--- config.mk ---
export PLATFORM = sky130hd
export DESIGN_NAME = alu_mul_sequencer
export DESIGN_NICKNAME = d
export VERILOG_FILES = /design/src/rtl/alu_mul_sequencer.sv
export SDC_FILE = /design/constraint.sdc
export NUM_CORES = 1
export LEC_CHECK = 0
export CORE_MARGIN = 2
export CORE_UTILIZATION = 51
export CTS_BUF_LIST = sky130_fd_sc_hd__clkbuf_4
export DETAILED_ROUTE_END_ITERATION = 12
export PLACE_DENSITY = 0.91
export SETUP_SLACK_MARGIN = 0.4
export SYNTH_ARGS = -nofsm -noshare
export SYNTH_HDL_FRONTEND = slang
export SYNTH_SLANG_ARGS = --single-unit
--- constraint.sdc ---
create_clock -name clk -period 4.7 [get_ports clk]
set_clock_uncertainty 0.15 [all_clocks]
set_input_delay 0.705 -clock clk [delete_from_list [all_inputs] [get_ports clk]]
set_output_delay 0.705 -clock clk [all_outputs]
set_load 0.03 [all_outputs]
--- src/rtl/alu_mul_sequencer.sv ---
// Shift-add unsigned multiplier that borrows the core ALU adder.
// One ADD/SHIFT pair per multiplier bit, fixed 2*WIDTH+1 cycle latency.
`ifndef FWIDTH
`define FWIDTH 4
`endif
`ifndef ALUCTLW
`define ALUCTLW 3
`endif
`ifndef CARRY_FLAG
`define CARRY_FLAG 0
`endif
`ifndef ZERO_FLAG
`define ZERO_FLAG 1
`endif
`ifndef NEG_FLAG
`define NEG_FLAG 2
`endif
`ifndef OVF_FLAG
`define OVF_FLAG 3
`endif

module alu_mul_sequencer #(
  parameter int WIDTH = 8,
  parameter int CNTW  = 4
) (
  input  logic                clk,
  input  logic                rst,
  input  logic                start,
  input  logic [WIDTH-1:0]    multiplicand,
  input  logic [WIDTH-1:0]    multiplier,
  output logic                busy,
  output logic                done,
  output logic [WIDTH-1:0]    product_hi,
  output logic [WIDTH-1:0]    product_lo,
  output logic [`FWIDTH-1:0]  flags_out,
  output logic [WIDTH-1:0]    alu_op1,
  output logic [WIDTH-1:0]    alu_op2,
  output logic [`ALUCTLW-1:0] alu_ctl,
  output logic [`FWIDTH-1:0]  alu_flags_in,
  input  logic [WIDTH-1:0]    alu_result,
  input  logic [`FWIDTH-1:0]  alu_flags
);

  typedef enum logic [1:0] {
    IDLE,
    ADD,
    SHIFT,
    DONE
  } state_t;

  localparam logic [`FWIDTH-1:0] CMASK =
    `FWIDTH'(1) << `CARRY_FLAG;

  state_t            state;
  state_t            state_nx;
  logic [WIDTH-1:0]  hi;
  logic [WIDTH-1:0]  lo;
  logic [WIDTH-1:0]  mcand;
  logic [CNTW-1:0]   cnt;
  logic              carry;
  logic              alu_c;
  logic              last;
  logic [`FWIDTH-1:0] flags_nx;

  // Only the carry bit of the ALU flags matters here
  assign alu_c = |(alu_flags & CMASK);
  assign last  = (cnt == CNTW'(WIDTH - 1));

  assign busy         = (state != IDLE);
  assign done         = (state == DONE);
  assign alu_flags_in = '0;

  always_comb begin
    state_nx = state;
    alu_op1  = '0;
    alu_op2  = '0;
    alu_ctl  = '0;
    unique case (state)
      IDLE:  if (start) state_nx = ADD;
      ADD: begin
        alu_op1  = hi;
        alu_op2  = mcand;
        state_nx = SHIFT;
      end
      SHIFT: state_nx = last ? DONE : ADD;
      DONE:  state_nx = IDLE;
      default: state_nx = IDLE;
    endcase
  end

  always_comb begin
    flags_nx = '0;
    flags_nx[`ZERO_FLAG] = ({hi, lo} == '0);
    flags_nx[`NEG_FLAG]  = hi[WIDTH-1];
    flags_nx[`OVF_FLAG]  = (hi != '0);
  end

  always_ff @(posedge clk) begin
    if (rst) begin
      state      <= IDLE;
      hi         <= '0;
      lo         <= '0;
      mcand      <= '0;
      cnt        <= '0;
      carry      <= 1'b0;
      product_hi <= '0;
      product_lo <= '0;
      flags_out  <= '0;
    end else begin
      state <= state_nx;
      unique case (state)
        IDLE: begin
          if (start) begin
            mcand <= multiplicand;
            lo    <= multiplier;
            hi    <= '0;
            cnt   <= '0;
          end
        end
        ADD: begin
          if (lo[0]) begin
            hi    <= alu_result;
            carry <= alu_c;
          end else begin
            carry <= 1'b0;
          end
        end
        SHIFT: begin
          hi  <= {carry, hi[WIDTH-1:1]};
          lo  <= {hi[0], lo[WIDTH-1:1]};
          cnt <= cnt + CNTW'(1);
        end
        DONE: begin
          product_hi <= hi;
          product_lo <= lo;
          flags_out  <= flags_nx;
        end
        default: ;
      endcase
    end
  end

endmodule
==> results by stage <==
Run status:
- The flow ran to the end, and the final reports show no timing, DRC or antenna violations.

Final layout:
- The count of antenna diodes in the layout is 0.
- The number of fillers in the final layout is roughly 350.
- Across the whole layout, storage elements account for ~980 um^2.
- The number of nets in the layout is about 350.
- The area growth from synthesis to layout is 29.4%.
- The post-route netlist has ~3.9% of its cells at a drive strength greater than 1.
- The multi-input combinational cells in the finished layout cover a total of 1170 um^2.

Worst setup path:
- The classification of the worst setup path is reg2out.
- The endpoint class of the critical path is a primary output.
- Of all nets on the critical path, the largest fanout is 27.
- Data on the critical path is required at its endpoint by 3.85 ns.
- The worst reg2reg path depth is 6.
- Data on the critical path arrives at its endpoint at roughly 2.5 ns.
- The launch point of the worst path is state[1]$_SDFFE_PP0P_.
- The startpoint of the worst-slack reg-to-reg timing path is state[0]$_SDFFE_PP0P_.
- The worst setup path is launched from a flip-flop.
- The internal reg-to-reg setup slack is about 2.3 ns.
- The endpoint of the worst register-to-register path is lo[6]$_SDFFE_PP0P_.
- The most critical setup path has its endpoint at alu_op1[7].

Clock tree:
- CTS placed an instance of sky130_fd_sc_hd__clkbuf_4 at the clock tree root.
- The cts-stage hold buffer count is 0.
- The number of setup buffers added after CTS is 0.
- The clock latency of the later-clocked register in the worst-skew pair is between 0.3 and 0.4 ns.
- In this run, post-CTS repair resized a total of 0 instances.
- TritonCTS built the clock tree.
- The clock-pin slew on the worst setup and hold paths is roughly 0.14 ns.
- The maximum root-to-sink buffer count is 2.
- The CTS H-tree depth is 2.
- For this design, the sink count on the clock tree is 49.
- The number of buffers inserted during clock tree synthesis is 5.

Routing:
- Across all layers, the routed design uses 1,944 vias.
- The detail route stage leaves a number of antenna-violating nets equal to 0.
- In the routed design, unresolved DRC markers number 0.
- After detailed routing, the average wire length per cell comes to ~14 um.
- The total wire length after detailed routing is around 5000 um.
- The mean number of vias per cell is ~5.4.
- The total iterations of the first detailed-routing run is 4.
- The violation count after the first detailed-routing iteration is 159.

Global route:
- The first global-routing pass estimated approximately 8200 um of wire.
- The initial antenna violation count was 0.
- The total grt overflow is 0.
- The number of global-route vias before repair came to 1,819.
- Global routing used 20.2% of the available tracks across all layers.
- The largest net degree at the start of global routing is 51.

STA:
- Setup repair after global routing left no endpoint under its margin.
- Measured against its own limit, the worst slew margin works out to 34.8%.
- The final hold slack is ~0.31 ns.
- The transition time at the pin with the least slew margin is 0.978 ns.
- The upper clock frequency limit is 301 MHz.
- The number of pins exceeding their max-slew limit in the final report is 0.
- The minimum period implied by the final worst setup slack is between 3 and 4 ns.
- The post-route setup TNS is 0 ns.
- Of the available clock period, the critical path in the final layout requires around 70%.
- The final-report hold violation count came to 0.
- The final-report setup violation count is 0.

Placement:
- During placement, the flow inserted port buffers numbering 64.
- The estimated wirelength of the detail-placed design is between 3000 and 4000 um.
- The final weighted congestion in routability-driven placement is ~0.77.

Logic synthesis:
- Ranked by instance count, the synthesized netlist is headed by 49 x sky130_fd_sc_hd__dfxtp_1, 28 x sky130_fd_sc_hd__nor2_1, 24 x sky130_fd_sc_hd__mux2i_1.
- The fraction of the yosys area taken by sequential cells is 43.0%.
- The number of distinct library cells after synthesis is 34.
- The top flip-flop cell by instance count after synthesis is sky130_fd_sc_hd__dfxtp_1.
- sky130_fd_sc_hd__dfxtp_1 is the most common cell in the netlist.
- The number of flip-flops and latches in the synthesized netlist is 49.
- The number of enable flip-flop cells after synthesis is 0.
- The share of synthesized area in the top cell type comes to 43.0%.
- A synthesized cell averages roughly 8.9 um^2.
- By area the synthesized netlist is led by sky130_fd_sc_hd__dfxtp_1 43%, sky130_fd_sc_hd__mux2i_1 11%, sky130_fd_sc_hd__nor2_1 4.6%.
- In this run the cell area of the synthesized design comes to roughly 2300 um^2.
- Synthesis produced a netlist whose cell count is roughly 260.
- The cell taking the most area after synthesis is sky130_fd_sc_hd__dfxtp_1.
- The number of warnings reported in the yosys synthesis log is 0.
- In the synthesized netlist the async set-or-reset flop fraction comes to 0%.

Floorplan:
- The die is 70.9 um wide.
- The vertical extent of the die is slightly above 70 um.
- The die covers 5020 um^2.
- The number of rows in the core area is 24.
- The initial utilization of the core area, before any placement, comes to approximately 53%.
- The area of the placeable core is 4320 um^2.
- The count of boundary I/O pins is between 70 and 80.

Run:
- The number of maximum-capacitance constraint violations is 0.

Power and ir drop:
- The worst vdd rail ir drop is roughly 260 uV.
- The power per cell area is between 300 and 400 nW/um^2.
- The analysis attributes to cell leakage a power of between 1 and 1.5 nW.

Worst hold path:
- The worst hold path class is reg2reg.
- The number of cells on the worst hold path is 2.
## critical path: stages, from the launching register on
cell and delay, ns:
sky130_fd_sc_hd__dfxtp_1 0.37, sky130_fd_sc_hd__inv_1 0.13, sky130_fd_sc_hd__ha_1 0.68, sky130_fd_sc_hd__and2_1 0.23
sky130_fd_sc_hd__clkdlybuf4s50_1 0.68
## metrics by stage
stage	instances	total power, mW	area [um^2]	utilization, %	setup slack (ns)
6_report	363	0.962	2950	68.2	1.38
5_1_grt	363	1.01	2950	68.2	1.21
4_1_cts	363	0.966	2950	68.2	1.35
3_5_place_dp	355	0.726	2870	66.4	1.76
3_3_place_gp	355	0.717	2870	66.4	1.83
2_1_floorplan	264	0.658	2310	-	2.37
## routing by layer
layer,global-route usage [%],share of wire (%)
met5,0,0
met2,33.5,48
met1,24.9,43
met4,6.50,1.2
met3,6.70,8.0
## worst min-delay path by stage
stage,start,end,slack (ns)
after detailed placement,mcand[2]$_SDFFE_PP0P_,mcand[2]$_SDFFE_PP0P_,0.30
final,mcand[2]$_SDFFE_PP0P_,mcand[2]$_SDFFE_PP0P_,0.31
after floorplan,mcand[0]$_SDFFE_PP0P_,mcand[0]$_SDFFE_PP0P_,0.28
after global routing,mcand[6]$_SDFFE_PP0P_,mcand[6]$_SDFFE_PP0P_,0.33
after CTS,mcand[2]$_SDFFE_PP0P_,mcand[2]$_SDFFE_PP0P_,0.31
after global placement,mcand[0]$_SDFFE_PP0P_,mcand[0]$_SDFFE_PP0P_,0.29
## power breakdown
part,internal [mW],leakage [nW],switching (mW)
Clock,0.117,0.0433,0.127
Sequential,0.446,0.399,0.0282
Combinational,0.0965,0.616,0.148
## registers in the layout (all words and copies together) (netlist names)
register    flops
hi              8
lo              8
product_lo      8
state           2
mcand           8
product_hi      7
cnt             4
flags_out       3
carry           1
## cells by family after synthesis
kind of cell,after synthesis,synth area share (%)
AND/OR/NAND/NOR,103,23.2
flip-flops,49,43.0
AO/OA/AOI/OAI,44,12.5
buffers and inverters,29,6.81
multiplexers,24,10.5
adder cells (fa/ha/maj),7,3.84
other,1,0.164
## area by class of cell
cell class / instances / area share [%]
Inverter: 3 / 0.382
Clock buffer: 6 / 1.53
Sequential cell: 49 / 33.3
Multi-Input combinational cell: 186 / 39.7
Clock inverter: 2 / 1.15
Tap cell: 52 / 2.21
Timing Repair Buffer: 65 / 21.8
## cell usage in the layout (no fill, tap or decap)
| cell type | instances |
|---|---|
| sky130_fd_sc_hd__a211oi_1 | 9 |
| sky130_fd_sc_hd__a21oi_1 | 19 |
| sky130_fd_sc_hd__a22o_1 | 8 |
| sky130_fd_sc_hd__a22oi_1 | 1 |
| sky130_fd_sc_hd__a311oi_1 | 1 |
| sky130_fd_sc_hd__a31oi_1 | 1 |
| sky130_fd_sc_hd__a32oi_1 | 1 |
| sky130_fd_sc_hd__and2_1 | 16 |
| sky130_fd_sc_hd__and4b_1 | 1 |
| sky130_fd_sc_hd__buf_4 | 1 |
| sky130_fd_sc_hd__bufinv_16 | 1 |
| sky130_fd_sc_hd__clkbuf_2 | 1 |
| sky130_fd_sc_hd__clkbuf_4 | 6 |
| sky130_fd_sc_hd__clkdlybuf4s50_1 | 63 |
| sky130_fd_sc_hd__clkinv_1 | 1 |
| sky130_fd_sc_hd__conb_1 | 8 |
| sky130_fd_sc_hd__dfxtp_1 | 49 |
| sky130_fd_sc_hd__ha_1 | 7 |
| sky130_fd_sc_hd__inv_1 | 3 |
| sky130_fd_sc_hd__mux2i_1 | 24 |
| sky130_fd_sc_hd__nand2_1 | 19 |
| sky130_fd_sc_hd__nand2b_1 | 5 |
| sky130_fd_sc_hd__nand3_1 | 20 |
| sky130_fd_sc_hd__nand3b_1 | 1 |
| sky130_fd_sc_hd__nand4_1 | 1 |
| sky130_fd_sc_hd__nor2_1 | 28 |
| sky130_fd_sc_hd__nor2_4 | 1 |
| sky130_fd_sc_hd__nor2b_1 | 1 |
| sky130_fd_sc_hd__nor2b_4 | 1 |
| sky130_fd_sc_hd__nor3_1 | 2 |
| sky130_fd_sc_hd__nor3_2 | 1 |
| sky130_fd_sc_hd__nor4_1 | 3 |
| sky130_fd_sc_hd__o21ai_0 | 3 |
| sky130_fd_sc_hd__o21ai_1 | 1 |
| sky130_fd_sc_hd__or3_1 | 1 |
| sky130_fd_sc_hd__or4b_1 | 2 |
Power figures use the tool's default switching activity.
==> patch: new RTL, same settings <==
`CNTW`: 4 -> 5.
--- a/src/rtl/alu_mul_sequencer.sv
+++ b/src/rtl/alu_mul_sequencer.sv
@@ -22,5 +22,5 @@
 module alu_mul_sequencer #(
   parameter int WIDTH = 8,
-  parameter int CNTW  = 4
+  parameter int CNTW  = 5
 ) (
   input  logic                clk,
Formal check against the unedited RTL: same outputs for any inputs over 10 cycles, from zero or initial values and one cycle with rst high; that may be too few to reach the edited logic, so the function may still have changed.
==> patch against the unedited design <==
  * Routed wire length up 1.4%
  * Combinational power is 6% lower
  * Global-route usage is essentially flat
  * Register-to-register slack lost 0.05 ns
  * Count of clock-buffer cells in the layout up 1
  * Power shrank 6.8%
  * Sequential share of layout area grew 0.66 points
  * Die area grew 1.7%
  * Final area is essentially flat
  * Hold slack worse by 0.00053 ns
  * Sequential cell count increased by 1
  * Area after synthesis grew 1.8%
  * Worst setup slack worse by 0.021 ns
  * Critical path type unchanged
==> patch: results (changes against the unedited design) <==
Critical path
  • R2R depth: 6 (unchanged)
  • CP Data Arrival Time: 2.49 ns (+0.02 ns)
  • Worst r2r dst: cnt[0]
  • Crit-path slowest cell: ha_1
  • Worst reg-to-reg setup slack: 2.23 ns (-0.05 ns)

Clock tree
  • Worst skew pair latency: 0.35 ns
  • Setup bufs post-CTS: 0 (unchanged)
  • # H-tree levels: 2 (unchanged)
  • CTS clk-pin slew, worst paths: 0.13 ns
  • Clk buf depth: 2 (unchanged)
  • Root Driver: clkbuf_4

Yosys
  • Most frequent cells after synthesis: dfxtp_1, nand2_1, nor2_1
  • Sequential share of the synthesized area: 43.1% (+0.12 points)
  • Synth async-reset ratio: 0% (unchanged)
  • Synth unique cells: 34 (unchanged)
  • Synth Warn #: 0 (unchanged)
  • Top cells by area, synth: dfxtp_1, mux2i_1, and2_1

Timing
  • Slew headroom: 37.7% (+2.9 points)
  • Final hold slack: 0.312 ns (-0.000528 ns)
  • Final Max Slew Viols: 0 (unchanged)

Route
  • Pre-antenna DRT Iters: 5 (+1)
  • Vias per cell: 5.40 (+0.91%)
  • Iter 0 DRT Violations: 176 (+11%)
  • Routed wire length: 5020 um (+1.4%)

Power and ir drop
  • Leak Pwr: 1.07 nW (+1.0%)
  • Worst vdd ir: 172 uV (-33%)

Placement
  • Placer Congestion: 0.772 (about the same)
  • DP HPWL: 3510 um (+2.1%)
  • Buffers on Ports: 64 (unchanged)
  • Setup WS pre-CTS: 1.76 ns (+0.00430 ns)

Finish
  • Fin nets: 350 (+0.57%)
  • N_diodes: 0 (unchanged)
  • Share of cells above drive strength 1: 4.49% (+0.63 points)

Hold path
  • Hold Crit Depth: 2 (unchanged)
  • Worst hold path class: reg -> reg
  • HP Start: mcand[0]
  • Sink of the worst hold path: mcand[0]

Flow run
  • Max_cap viols: 0 (unchanged)

Global route
  • Largest net degree at the start of global routing: 50 (-2.0%)
  • First-pass GRT wire length: 8400 um (+3.0%)
  • Vias in the first global route: 1,871 (+2.9%)
  • Gr usage total: 20.3% (+0.040 points)

Outcome
  • Status: complete, no violations
patch: cells by family after synthesis:
logic type,Yosys count,synth area share [%]
AO/OA/AOI/OAI,40,11.2
adder cells (fa/ha/maj),7,3.78
XOR/XNOR,3,1.13
multiplexers,26,11.7
other,1,0.162
AND/OR/NAND/NOR,102,21.5
buffers and inverters,30,7.39
flip-flops,50,43.1
patch: final cells by class:
class,instances,area [um^2]
Fill cell,361,1400
Sequential cell,50,1000
Inverter,4,15.0
Timing Repair Buffer,65,643
Multi-Input combinational cell,186,1170
Clock buffer,7,52.6
Tap cell,52,65.1
patch: per-stage QoR:
stage | power, mW | std cells | utilization (%) | cell area [um^2]
after global routing | 0.952 | 364 | 67.8 | 2950
final | 0.896 | 364 | 67.8 | 2950
after CTS | 0.900 | 364 | 67.8 | 2950
after floorplan | 0.652 | 266 | - | 2350
after global placement | 0.706 | 357 | 66.6 | 2900
after detailed placement | 0.712 | 357 | 66.6 | 2900
patch: routing by layer:
layer	GRT usage, %	wire length (um)	vias up
met5	0	0	-
met4	6.71	65	0
met3	4.78	344	9
met2	34.4	2420	75
met1	25.4	2190	916
li1	-	-	967
patch: worst reg2reg max path: cells and delay by family (launching register included):
family                     cells  cell delay [ns]
adders and majority gates      1             0.80
buffers and inverters          1             0.17
DFF                            1             0.35
muxes                          2             0.75
and+or+nand+nor                2             0.18
patch: worst max-delay path by stage:
stage                        start         end  slack [ns]  depth (start not counted)
after floorplan           state[1]  alu_op1[7]        2.35                          6
after global placement    state[1]  alu_op2[0]        1.82                          4
after detailed placement  state[1]  alu_op1[7]        1.76                          4
after CTS                 state[1]  alu_op1[7]        1.35                          4
after global routing      state[1]  alu_op1[7]        1.17                          4
final                     state[1]  alu_op1[7]        1.36                          4
patch: where the power goes:
| part | leakage [nW] | switching, mW | total (mW) | internal, mW |
|---|---|---|---|---|
| logic | 0.630 | 0.135 | 0.229 | 0.0938 |
| clock network | 0.0322 | 0.125 | 0.193 | 0.0683 |
| registers | 0.406 | 0.0241 | 0.474 | 0.450 |
| total | 1.07 | 0.284 | 0.896 | 0.612 |
